File: src/rtl/n64_response_receiver_pkg.sv
// n64_pkg: shared constants, response field map and receiver state encoding.
`default_nettype none
`timescale 1ns/1ps

package n64_pkg;

  localparam int RESP_BITS = 32;

  // Bit positions inside the 32-bit response word (MSB = first bit on the wire)
  localparam int BTN_A     = 31;
  localparam int BTN_B     = 30;
  localparam int BTN_Z     = 29;
  localparam int BTN_START = 28;
  localparam int BTN_DU    = 27;
  localparam int BTN_DD    = 26;
  localparam int BTN_DL    = 25;
  localparam int BTN_DR    = 24;
  localparam int BTN_L     = 21;
  localparam int BTN_R     = 20;
  localparam int BTN_CU    = 19;
  localparam int BTN_CD    = 18;
  localparam int BTN_CL    = 17;
  localparam int BTN_CR    = 16;

  localparam int AXIS_X_MSB = 15;
  localparam int AXIS_X_LSB = 8;
  localparam int AXIS_Y_MSB = 7;
  localparam int AXIS_Y_LSB = 0;

  typedef enum logic [2:0] {
    ST_IDLE      = 3'd0,
    ST_WAIT_FALL = 3'd1,
    ST_MEASURE   = 3'd2,
    ST_WAIT_RISE = 3'd3,
    ST_DONE      = 3'd4,
    ST_ERROR     = 3'd5,
    ST_HOLD      = 3'd6
  } rx_state_t;

  function automatic logic signed [7:0] axis_x(input logic [31:0] word);
    return word[AXIS_X_MSB:AXIS_X_LSB];
  endfunction

  function automatic logic signed [7:0] axis_y(input logic [31:0] word);
    return word[AXIS_Y_MSB:AXIS_Y_LSB];
  endfunction

endpackage

`default_nettype wire

File: src/rtl/n64_response_receiver_line_sync.sv
// n64_line_sync: two-flop synchroniser for the open-drain data line plus fall/rise pulses.
`default_nettype none
`timescale 1ns/1ps

module n64_line_sync (
  input  logic clk,
  input  logic Reset,
  input  logic data_in,
  output logic line,
  output logic fall,
  output logic rise
);

  logic r_meta;
  logic r_sync;
  logic r_prev;

  // Line idles high, so every stage resets to 1 to avoid a false edge after reset
  always_ff @(posedge clk or negedge Reset) begin
    if (!Reset) begin
      r_meta <= 1'b1;
      r_sync <= 1'b1;
      r_prev <= 1'b1;
    end else begin
      r_meta <= data_in;
      r_sync <= r_meta;
      r_prev <= r_sync;
    end
  end

  assign line = r_sync;
  assign fall = r_prev & ~r_sync;
  assign rise = ~r_prev & r_sync;

endmodule

`default_nettype wire

File: src/rtl/n64_response_receiver.sv
// n64_response_receiver: pulse-width decoder for the 32-bit N64 controller response and stop bit.
`default_nettype none
`timescale 1ns/1ps

module n64_response_receiver
  import n64_pkg::*;
#(
  parameter int CYCLES_PER_US  = 12,
  parameter int SAMPLE_CYCLES  = 2 * CYCLES_PER_US,
  parameter int GLITCH_CYCLES  = 2,
  parameter int TIMEOUT_CYCLES = 8 * CYCLES_PER_US
) (
  input  logic        clk,
  input  logic        Reset,
  input  logic        Enable_Recieve,
  input  logic        Data_In,
  output logic [31:0] Buttons,
  output logic        Data_Valid,
  output logic        Frame_Error,
  output logic        Busy
);

  localparam int c_CNT_W = $clog2(TIMEOUT_CYCLES + 1);
  localparam logic [c_CNT_W-1:0] c_SAMPLE  = c_CNT_W'(SAMPLE_CYCLES);
  localparam logic [c_CNT_W-1:0] c_GLITCH  = c_CNT_W'(GLITCH_CYCLES);
  localparam logic [c_CNT_W-1:0] c_TIMEOUT = c_CNT_W'(TIMEOUT_CYCLES);
  localparam logic [5:0] c_STOP_IDX = 6'(RESP_BITS);
  localparam logic [5:0] c_DONE_IDX = 6'(RESP_BITS + 1);

  logic w_line, w_fall, w_rise;

  n64_line_sync u_line_sync (
    .clk     (clk),
    .Reset   (Reset),
    .data_in (Data_In),
    .line    (w_line),
    .fall    (w_fall),
    .rise    (w_rise)
  );

  rx_state_t          r_state,    w_state_next;
  logic [c_CNT_W-1:0] r_wait_cnt, w_wait_cnt_next;
  logic [c_CNT_W-1:0] r_low_cnt,  w_low_cnt_next;
  logic [5:0]         r_bit_cnt,  w_bit_cnt_next;
  logic [31:0]        r_shift,    w_shift_next;
  logic [31:0]        r_buttons,  w_buttons_next;
  rx_state_t          w_abort_state;

  always_ff @(posedge clk or negedge Reset) begin
    if (!Reset) begin
      r_state    <= ST_IDLE;
      r_wait_cnt <= '0;
      r_low_cnt  <= '0;
      r_bit_cnt  <= '0;
      r_shift    <= '0;
      r_buttons  <= '0;
    end else begin
      r_state    <= w_state_next;
      r_wait_cnt <= w_wait_cnt_next;
      r_low_cnt  <= w_low_cnt_next;
      r_bit_cnt  <= w_bit_cnt_next;
      r_shift    <= w_shift_next;
      r_buttons  <= w_buttons_next;
    end
  end

  // Two timers: r_wait_cnt bounds the gap between bits and survives a rejected
  // glitch, r_low_cnt times one bit from its falling edge.
  always_comb begin
    w_state_next    = r_state;
    w_wait_cnt_next = r_wait_cnt;
    w_low_cnt_next  = r_low_cnt;
    w_bit_cnt_next  = r_bit_cnt;
    w_shift_next    = r_shift;
    w_buttons_next  = r_buttons;
    w_abort_state   = (r_bit_cnt != '0) ? ST_ERROR : ST_IDLE;

    case (r_state)
      ST_IDLE: begin
        w_bit_cnt_next = '0;
        if (Enable_Recieve) begin
          w_wait_cnt_next = '0;
          w_state_next    = ST_WAIT_FALL;
        end
      end
      ST_WAIT_FALL: begin
        if (!Enable_Recieve) begin
          w_state_next = w_abort_state;
        end else if (w_fall) begin
          w_low_cnt_next = '0;
          w_state_next   = ST_MEASURE;
        end else if (r_wait_cnt == c_TIMEOUT) begin
          w_state_next = ST_ERROR;
        end else begin
          w_wait_cnt_next = r_wait_cnt + 1'b1;
        end
      end
      ST_MEASURE: begin
        if (!Enable_Recieve) begin
          w_state_next = w_abort_state;
        end else if (w_rise && (r_low_cnt <= c_GLITCH)) begin
          w_state_next = ST_WAIT_FALL;
        end else if (r_low_cnt == c_SAMPLE) begin
          if (r_bit_cnt < c_STOP_IDX) begin
            w_shift_next   = {r_shift[30:0], w_line};
            w_bit_cnt_next = r_bit_cnt + 1'b1;
          end else begin
            w_bit_cnt_next = c_DONE_IDX;
          end
          w_low_cnt_next = r_low_cnt + 1'b1;
          w_state_next   = ST_WAIT_RISE;
        end else begin
          w_low_cnt_next = r_low_cnt + 1'b1;
        end
      end
      ST_WAIT_RISE: begin
        if (!Enable_Recieve) begin
          w_state_next = w_abort_state;
        end else if (w_line) begin
          if (r_bit_cnt == c_DONE_IDX) begin
            w_buttons_next = r_shift;
            w_state_next   = ST_DONE;
          end else begin
            w_wait_cnt_next = '0;
            w_state_next    = ST_WAIT_FALL;
          end
        end else if (r_low_cnt >= c_TIMEOUT) begin
          w_state_next = ST_ERROR;
        end else begin
          w_low_cnt_next = r_low_cnt + 1'b1;
        end
      end
      ST_DONE:  w_state_next = ST_HOLD;
      // An aborted window lands here with enable already low and returns straight to IDLE
      ST_ERROR: w_state_next = Enable_Recieve ? ST_HOLD : ST_IDLE;
      ST_HOLD: begin
        if (!Enable_Recieve) begin
          w_state_next = ST_IDLE;
        end
      end
      default:  w_state_next = ST_IDLE;
    endcase
  end

  assign Buttons     = r_buttons;
  assign Data_Valid  = (r_state == ST_DONE);
  assign Frame_Error = (r_state == ST_ERROR);
  assign Busy        = (r_state == ST_MEASURE) || (r_state == ST_WAIT_RISE) ||
                       ((r_state == ST_WAIT_FALL) && (r_bit_cnt != '0));

endmodule

`default_nettype wire

File: config.mk
export PLATFORM = sky130hd
export DESIGN_NAME = n64_response_receiver
export DESIGN_NICKNAME = d
export VERILOG_FILES = /design/src/rtl/n64_response_receiver_pkg.sv /design/src/rtl/n64_response_receiver_line_sync.sv /design/src/rtl/n64_response_receiver.sv
export SDC_FILE = /design/constraint.sdc
export NUM_CORES = 1
export LEC_CHECK = 0
export CORE_ASPECT_RATIO = 1.4
export CORE_MARGIN = 10
export CORE_UTILIZATION = 35
export DETAILED_ROUTE_END_ITERATION = 16
export PLACE_DENSITY_LB_ADDON = 0.12
export SYNTH_ARGS = -nofsm -noshare
export SYNTH_HDL_FRONTEND = slang
export SYNTH_HIERARCHICAL = 1
export SYNTH_SLANG_ARGS = --single-unit
export TNS_END_PERCENT = 100
File: constraint.sdc
create_clock -name clk -period 2.1 [get_ports clk]
set_input_delay 0.63 -clock clk [delete_from_list [all_inputs] [get_ports clk]]
set_output_delay 0.63 -clock clk [all_outputs]
set_load 0.05 [all_outputs]
==> results.ini <==
[global_routing]
grt_pass1_vias = 2989
grt_usage = 0.1075
overflow = 0
antenna_found_initial = 0
grt_start_max_net_pins = 78
grt_pass1_wl_mm = 14.70

[logic_synthesis]
syn_nets = 338
synth-edff-count = 0
synthFlopType = dfrtp_1
yosys_warnings = 6
ys_types = 50
synth-seq-cells = 90
syn_area_per_cell_um2 = 12.40
seq_area_frac_synth = 0.5580
syn_area_um2 = 4043
async_reset_ff_frac = 1.000
synthCells = 326

[finish]
drive_gt1_frac = 0.3820
multi_input_comb_area_um2 = 1693
ff_latch_area_um2 = 2257
diodes = 0
nFillCells = 1031
area_growth_pct = 27.92
nets = 418

[timing]
min_period_ps = 2179
finalSetupTns_ps = -85.18
rsz0062_at_grt = yes
setup_slack_ps = -78.99
finalCritPeriodShare = 1.038
fmax_ghz = 0.4589
tightest_slew_ps = 442.2
max-slew-margin-rel = 0.7052
fin_skew_ps = 7.908
final-setup-viol-count = 2
hold_viol_final = 0
maxSlewViolCount = 0

[critical_path]
critPathArrivalTime_ps = 1550
crit-reg2reg-launch = r_bit_cnt[0]$_DFFE_PN0P_
path_cells = inv_2 > ha_2 > nor2b_4 > a211o_1 > nand2_2 > buf_12
cp_max_fo = 2
path_buf_inv = 2
cp-startpoint = r_bit_cnt[1]$_DFFE_PN0P_
start_kind = flip-flop
worstPathRequired_ps = 1470
critPathCaptureType = output port
crit_type = reg -> out
worst_path_max_delay_cell = dfrtp_1
cp_top_family = flip-flops
cpPeakStageDelay_ps = 360
reg2reg_slack_ps = -10

[clock_tree]
path_clk_slew_ps = 70
numCtsBuffers = 9
cts-root-buf = clkbuf_16
clkLatencyLatePin_ps = 340
cts.sinks = 90
cts_tree = built
htreeDepth = 3
clock_path_buffers = 2

[pwr]
power_switching_uw = 1429
internal-power_uw = 3161
pwr-share-comb = 0.240
pwr-share-clk = 0.344
leakagePower_uw = 0.002589
p_seq_frac = 0.416
irDropWorstVdd_mv = 0.3944
p_per_area_nw_per_um2 = 887.6
sw_frac_of_total = 0.3114

[floorplan]
die_h_um = 147.2
die_width_um = 110.8
die_area_um2 = 16310
io_pins = 39
rows = 46
core_um2 = 11340
start_util = 0.3565

[worst_hold_path]
hp-class = in -> async

[drt]
vias = 2787
detail-route-antenna-nets = 0
via_per_inst = 5.022
wl_per_cell_um = 15.36
wl_mm = 8.525
first_iter_violations = 60
drcViolationCount = 0
drtPass1Iterations = 4

[status]
violations = negative setup slack
outcome = finished, violations left

[flow_run]
maxCapViolations = 0

[placement]
port_buffers = 38
place_congestion = 0.8370
place_ws_ps = -320.1
dp_hpwl_mm = 5.694

worst paths after layout:
kind                            depth (start not counted)                      endpoint
worst max-delay path                                    6                          Busy
worst min-delay path                                    1       Buttons[10]$_DFFE_PN0P_
worst max register to register                         14      r_bit_cnt[0]$_DFFE_PN0P_
worst min register to register                          0    u_line_sync/line$_DFF_PN1_
max in group asynchronous                               2  u_line_sync/r_prev$_DFF_PN1_
min in group clk                                        0    u_line_sync/line$_DFF_PN1_
power by group through the flow:
stage          registers, uW  logic, uW  clock network [uW]
6_report                1910       1100                1580
5_1_grt                 1920       1230                1710
3_5_place_dp            1950       1010                   0
4_1_cts                 1920       1020                1630
3_3_place_gp            1950        997                   0
2_1_floorplan           1880        648                   0
cell usage after synthesis, types with 3 or more instances:
library cell  instances  area [um2]
dfrtp_1              87        2177
mux2_2               38       427.9
mux2_1               27       304.0
o21ai_0              25       125.1
nand2_1              13       48.80
nor2_1               13       48.80
inv_1                11       41.29
nand3_1              11       55.05
a21oi_1              10       50.05
buf_2                10       50.05
ha_1                  8       100.1
nand2b_1              7       43.79
a31oi_1               6       37.54
and3_1                6       37.54
nor2b_1               4       25.02
o31ai_1               4       30.03
dfstp_2               3       78.83
nor3_2                3       30.03
o2bb2ai_1             3       26.28
cell families after synthesis:
kind of cell | share of synthesized area
buffers and inverters | 0.02724
AO/OA/AOI/OAI | 0.1015
adder cells (fa/ha/maj) | 0.02476
multiplexers | 0.1835
AND/OR/NAND/NOR | 0.1049
flip-flops | 0.5580
routing by layer:
metal  share of wire  global-route usage  up-vias
li1                -                   -     1335
met4           0.015             0.04504        0
met2            0.51              0.1835       60
met1            0.43              0.1225     1383
met3           0.049             0.03056        9
met5               0                   0        -
registers in the layout, summed over array words and instances (netlist names):
register / count
r_state: 3
u_line_sync/r_meta: 1
u_line_sync/r_prev: 1
r_bit_cnt: 6
r_shift: 32
r_low_cnt: 7
Buttons: 32
r_wait_cnt: 7
u_line_sync/line: 1
placed cells by master, fill, tap and decap left out, drive strengths merged, types with 2 or more instances in the layout:
cell type / synthesis / layout
dfrtp: 87 / 87
buf: 11 / 80
mux2: 65 / 65
o21ai: 27 / 27
inv: 12 / 15
nor2: 14 / 14
nand2: 13 / 13
nand3: 11 / 11
a21oi: 10 / 10
clkbuf: 2 / 10
ha: 8 / 8
nand2b: 7 / 7
and3: 6 / 6
a31oi: 6 / 6
nor3: 5 / 5
o31ai: 4 / 4
nor2b: 4 / 4
clkinvlp: 0 / 3
o2bb2ai: 3 / 3
dfstp: 3 / 3
a41oi: 3 / 3
nor4b: 3 / 3
or3: 2 / 2
or2: 2 / 2
final cells by class:
cell class,instances,share of cell area
well taps,144,0.03484
repair buffers,82,0.1350
flip-flops and latches,90,0.4365
multi-input cells,211,0.3274
inverters,12,0.009436
clock inverters,6,0.01065
clock buffers,10,0.04621
repair_timing:
action | CTS | global route
pin swaps | 3 | 2
endpoints found under the setup margin | 3 | 22
gates resized for setup | 7 | 4
setup buffers | 14 | 7
hold buffers | 0 | 0
stage by stage:
step                area, um2  instances  hold WS, ps  power [uW]  utilization
finish                   5171        555        140.1        4590       0.4561
global route             5171        555        139.0        4864       0.4561
CTS                      5109        548        133.8        4570       0.4506
detailed placement       4696        518        350.1        2961       0.4141
global placement         4696        518        348.3        2946       0.4141
floorplan                4043        326        334.4        2532            -
Note: power is estimated with default switching activity, not from simulation.
